<file path="src/rtl/dff_input_debounce.sv">
// dff_input_debounce: synchronizer plus stability-qualified debounce FSM.
// Edge pulses (rise/fall) are built only with DFF_INPUT_DEBOUNCE_EDGE_EN.
module dff_input_debounce #(
   parameter int SYNC_STAGES   = 2,
   parameter int CNT_WIDTH     = 8,
   parameter int STABLE_CYCLES = 16
) (
   input  logic clk,
   input  logic clear_n,
   input  logic din,
   output logic dout,
   output logic dout_bar,
   output logic rise,
   output logic fall,
   output logic stable
);

   typedef enum logic [1:0] {
      IDLE_LOW,
      CHECK_HIGH,
      IDLE_HIGH,
      CHECK_LOW
   } state_t;

   localparam logic [CNT_WIDTH-1:0] CNT_ZERO = '0;
   localparam logic [CNT_WIDTH-1:0] CNT_ONE  = CNT_WIDTH'(1);
   localparam logic [CNT_WIDTH-1:0] CNT_LAST =
      CNT_WIDTH'(STABLE_CYCLES - 1);

   logic [SYNC_STAGES-1:0] sync_q;
   logic [SYNC_STAGES-1:0] sync_d;
   logic                   s;

   state_t                 state_q;
   state_t                 state_d;
   logic [CNT_WIDTH-1:0]   cnt_q;
   logic [CNT_WIDTH-1:0]   cnt_d;
   logic                   dout_q;
   logic                   dout_d;
   logic                   dout_bar_q;
   logic                   dout_bar_d;
   logic                   stable_q;
   logic                   stable_d;

   // Plain shift chain: nothing between stages so each flop can resolve.
   always_comb begin
      sync_d = {sync_q[SYNC_STAGES-2:0], din};
   end

   assign s = sync_q[SYNC_STAGES-1];

   // Synchronizer flops, cleared to 0 so the FSM starts from a known low.
   always_ff @(posedge clk or negedge clear_n) begin
      if (!clear_n) begin
         sync_q <= '0;
      end else begin
         sync_q <= sync_d;
      end
   end

   // Next-state logic: a level change is accepted after STABLE_CYCLES
   // consecutive matching samples; any mismatch falls back to idle.
   always_comb begin
      state_d    = state_q;
      cnt_d      = cnt_q;
      dout_d     = dout_q;
      dout_bar_d = dout_bar_q;
      unique case (state_q)
         IDLE_LOW: begin
            if (s) begin
               state_d = CHECK_HIGH;
               cnt_d   = CNT_ONE;
            end
         end
         CHECK_HIGH: begin
            if (!s) begin
               state_d = IDLE_LOW;
               cnt_d   = CNT_ZERO;
            end else if (cnt_q == CNT_LAST) begin
               state_d    = IDLE_HIGH;
               cnt_d      = CNT_ZERO;
               dout_d     = 1'b1;
               dout_bar_d = 1'b0;
            end else begin
               cnt_d = cnt_q + CNT_ONE;
            end
         end
         IDLE_HIGH: begin
            if (!s) begin
               state_d = CHECK_LOW;
               cnt_d   = CNT_ONE;
            end
         end
         CHECK_LOW: begin
            if (s) begin
               state_d = IDLE_HIGH;
               cnt_d   = CNT_ZERO;
            end else if (cnt_q == CNT_LAST) begin
               state_d    = IDLE_LOW;
               cnt_d      = CNT_ZERO;
               dout_d     = 1'b0;
               dout_bar_d = 1'b1;
            end else begin
               cnt_d = cnt_q + CNT_ONE;
            end
         end
      endcase
      stable_d = (state_d == IDLE_LOW) || (state_d == IDLE_HIGH);
   end

   // FSM state, counter and registered level outputs.
   always_ff @(posedge clk or negedge clear_n) begin
      if (!clear_n) begin
         state_q    <= IDLE_LOW;
         cnt_q      <= CNT_ZERO;
         dout_q     <= 1'b0;
         dout_bar_q <= 1'b1;
         stable_q   <= 1'b1;
      end else begin
         state_q    <= state_d;
         cnt_q      <= cnt_d;
         dout_q     <= dout_d;
         dout_bar_q <= dout_bar_d;
         stable_q   <= stable_d;
      end
   end

   assign dout     = dout_q;
   assign dout_bar = dout_bar_q;
   assign stable   = stable_q;

`ifdef DFF_INPUT_DEBOUNCE_EDGE_EN
   logic rise_q;
   logic rise_d;
   logic fall_q;
   logic fall_d;

   // dout only moves on acceptance, so its transition marks the edge.
   always_comb begin
      rise_d = dout_d & ~dout_q;
      fall_d = ~dout_d & dout_q;
   end

   // One-cycle edge pulses aligned with the first cycle of the new level.
   always_ff @(posedge clk or negedge clear_n) begin
      if (!clear_n) begin
         rise_q <= 1'b0;
         fall_q <= 1'b0;
      end else begin
         rise_q <= rise_d;
         fall_q <= fall_d;
      end
   end

   assign rise = rise_q;
   assign fall = fall_q;
`else
   assign rise = 1'b0;
   assign fall = 1'b0;
`endif

endmodule

</file>
<file path="config.mk">
export PLATFORM = sky130hd
export DESIGN_NAME = dff_input_debounce
export DESIGN_NICKNAME = d
export VERILOG_FILES = /design/src/rtl/dff_input_debounce.sv
export SDC_FILE = /design/constraint.sdc
export NUM_CORES = 1
export LEC_CHECK = 0
export CAP_MARGIN = 20
export CORE_MARGIN = 2
export CORE_UTILIZATION = 47
export DETAILED_ROUTE_END_ITERATION = 8
export GPL_ROUTABILITY_DRIVEN = 0
export PLACE_DENSITY = 0.68
export SYNTH_ARGS = -nofsm -noshare
export SYNTH_HDL_FRONTEND = slang
export SYNTH_SLANG_ARGS = --single-unit
</file>
<file path="constraint.sdc">
create_clock -name clk -period 1.95 [get_ports clk]
set_input_delay 0.2925 -clock clk [delete_from_list [all_inputs] [get_ports clk]]
set_output_delay 0.2925 -clock clk [all_outputs]
set_load 0.005 [all_outputs]
</file>
==> results.tsv <==
stage	metric	value	unit
outcome	status	finished clean	
place	place_area	790	um^2
clock_network	ctsHtreeMaxLevel	1	
drt	dr.max_layer_used	met4	
grt	first_global_vias	531	
floorplanning	fp.dieH	43.7	um
clock_network	cts_buffers	3	
timing	clock-skew-final	0.00257	ns
grt	grt_use_total	17.0	%
timing	period_share	84.6	%
grt	grt_max_degree	16	
clock_network	cts_buffer_depth	2	
yosys	synth_mux_area_share	1.35	%
place	dp_hpwl	933	um
timing	max_freq	0.607	GHz
final_layout	synthToLayoutAreaGrowth	10.3	%
yosys	syn-mean-instance-area	10.7	um^2
pwr	power.density	682	nW/um^2
place	dp_worst_setup_slack	0.315	ns
worst_setup_path	timing.rr.start	cnt_q[0]	
timing	tightestPinTransition	0.650	ns
grt	grt_first_pass_wirelength	2390	um
final_layout	finish.utilization	54.8	%
hold_path	hold_path.class	flip-flop to flip-flop	
yosys	synth_top_family_by_area	compound AO/OA/AOI/OAI gates	
floorplanning	core-area	1490	um^2
floorplanning	pin_count	8	
yosys	yosysSeqAreaShare	51.1	%
clock_network	tritoncts	yes	
timing	maxSlewViolCount	0	
timing	period_needed	1.65	ns
grt	antenna_found_initial	0	
worst_setup_path	path_max_fanout	6	
timing	setup_violations	0	
yosys	syn_area	739	um^2
drt	drtAntennaViolNets	0	
floorplanning	row_count	14	
drt	wl_per_cell	14.3	um
worst_setup_path	worst_setup_path_end_kind	flip-flop	
floorplanning	initial_core_util	49.7	%
drt	wl_met3	49	um
floorplanning	die_x	43.7	um
final_layout	antennaDiodeCount	0	
yosys	synthFlopType	dfrtp_1	
grt	overflow	0	
yosys	synth.most_common_cell	dfrtp_1	
yosys	synthSimpleGateAreaFrac	15.6	%
yosys	yosys_warnings	0	
run	cap_violations	0	
worst_setup_path	startpoint	cnt_q[0]	
final_layout	final_cells	91	
drt	drt_iter0_drc	11	
clock_network	clock_sinks	15	
clock_network	hold_buffers	0	
worst_setup_path	critical_path_required	2.15	ns
yosys	synth_fa_ha_area_share	1.69	%
drt	drtPass1Iterations	4	
drt	vias	522	
yosys	yosys.area.top_type	dfrtp_1	
drt	met2_length	613	um
final_layout	layout-drive-gt1-share	12.0	%
yosys	synth-seq-cells	15	
yosys	synthDistinctLibCells	32	
final_layout	fin_nets	80	
yosys	synth_xor_area_share	3.38	%
timing	maxSlewHeadroom	56.5	%
place	place_inst	87	
pwr	p_leak	0.374	nW
pwr	vdd_drop_max	0.452	mV
yosys	synthArstFlopShare	100	%
worst_setup_path	arrival	1.85	ns
timing	finalHoldViolCount	0	
yosys	postSynthCellCount	69	
timing	grt_setup_unrepaired	false	
drt	via_per_inst	5.74	
hold_path	hold_start	sync_q[0]	
timing	setup_tns	0	ns
clock_network	cts.reportedPaths.clkPinSlew	0.09	ns
clock_network	cts_setup_buffers	0	
clock_network	cts_resized	0	
worst_setup_path	critPathKind	flip-flop to flip-flop	
clock_network	root_buffer	clkbuf_4	
timing	layout_setup_ws	0.301	ns
drt	wl	1300	um
worst_setup_path	cp-start-kind	flip-flop	
yosys	synth_edf_count	0	
place	io_buffer_count	5	
yosys	netlist_top_cells_count	13 x dfrtp_1, 6 x nand2_1, 5 x nor2_1, 5 x o21ai_0	
yosys	synthTopCellsByArea	dfrtp_1 44%, dfstp_2 7.1%, o21ai_0 3.4%	
final_layout	postLayoutCellArea	816	um^2
clock_network	clk_latency	0.28	ns
yosys	synth-compound-area-share	21.2	%
pwr	p_total	557	uW
drt	met1Wirelength	625	um
floorplanning	dieArea	1910	um^2
yosys	synth.top_cell.area_share	44.0	%
drt	route.detailed.drc	0	
timing	hold_slack	0.358	ns
## registers in the layout, summed over array words and instances, names as in the netlist
register and flops:
dout 1, sync_q 2, state_q 2, dout_bar 1
cnt_q 8, stable 1
## final cells by class
cell class                 instances  area, um^2
multi-input combinational         47         327
fill                             121         673
inverter                           4        15.0
tap                               16        20.0
clock buffer                       4        26.3
timing repair buffer               5        50.0
sequential                        15         378
## critical path, cell delays in order (launching register included)
cell	delay [ns]
dfrtp_1	0.44
ha_1	0.25
and3_1	0.28
a211oi_4	0.32
a41oi_1	0.15
a31oi_1	0.15
## cell families (layout without fill, tap and decap cells)
group,after synthesis,in the layout
compound gates,21,21
simple gates,20,20
flops,15,15
buf+inv,8,13
xor+xnor,2,2
fa+ha+maj,1,1
other cells,1,2
mux,1,1
## metal layers
metal	track usage [%]	vias up
met5	0	-
met4	7.27	0
met3	3.75	2
met2	24.4	15
met1	24.7	244
li1	-	261
## final timing paths
kind / to / slack [ns] / cells after the start
worst max-delay path: cnt_q[3] / 0.30 / 5
worst min-delay path: sync_q[1] / 0.36 / 0
worst max register to register: cnt_q[3] / 0.30 / 5
worst min register to register: sync_q[1] / 0.36 / 0
max in group asynchronous: cnt_q[2] / 1.13 / 1
min in group asynchronous: cnt_q[6] / 0.41 / 1
## power by group
part / internal (mW) / switching [mW]
Clock: 0.0792 / 0.0959
Sequential: 0.323 / 0.0126
Combinational: 0.0194 / 0.0268
## placed cells by master, fill, tap and decap left out
master	synthesis	layout
and4_1	1	1
nand3_1	2	2
a31oi_1	1	1
dfrtp_1	13	13
a41oi_1	1	1
inv_1	4	4
ha_1	1	1
a32o_1	1	1
conb_1	1	2
o311ai_1	1	1
nand3_2	1	1
a2bb2oi_1	1	1
nor4_4	1	1
nand2_1	6	6
a211oi_1	1	1
clkbuf_1	1	1
xor2_1	1	1
clkbuf_4	0	3
a21o_1	2	2
clkdlybuf4s50_1	0	5
a22o_1	2	2
mux2i_1	1	1
o21ai_0	5	5
and3_1	1	1
o21ai_1	4	4
nand4_1	2	2
dfstp_2	2	2
nor3_1	1	1
a311oi_1	1	1
nor2_1	5	5
xnor2_2	1	1
a211oi_4	1	1
Power figures use the tool's default switching activity.
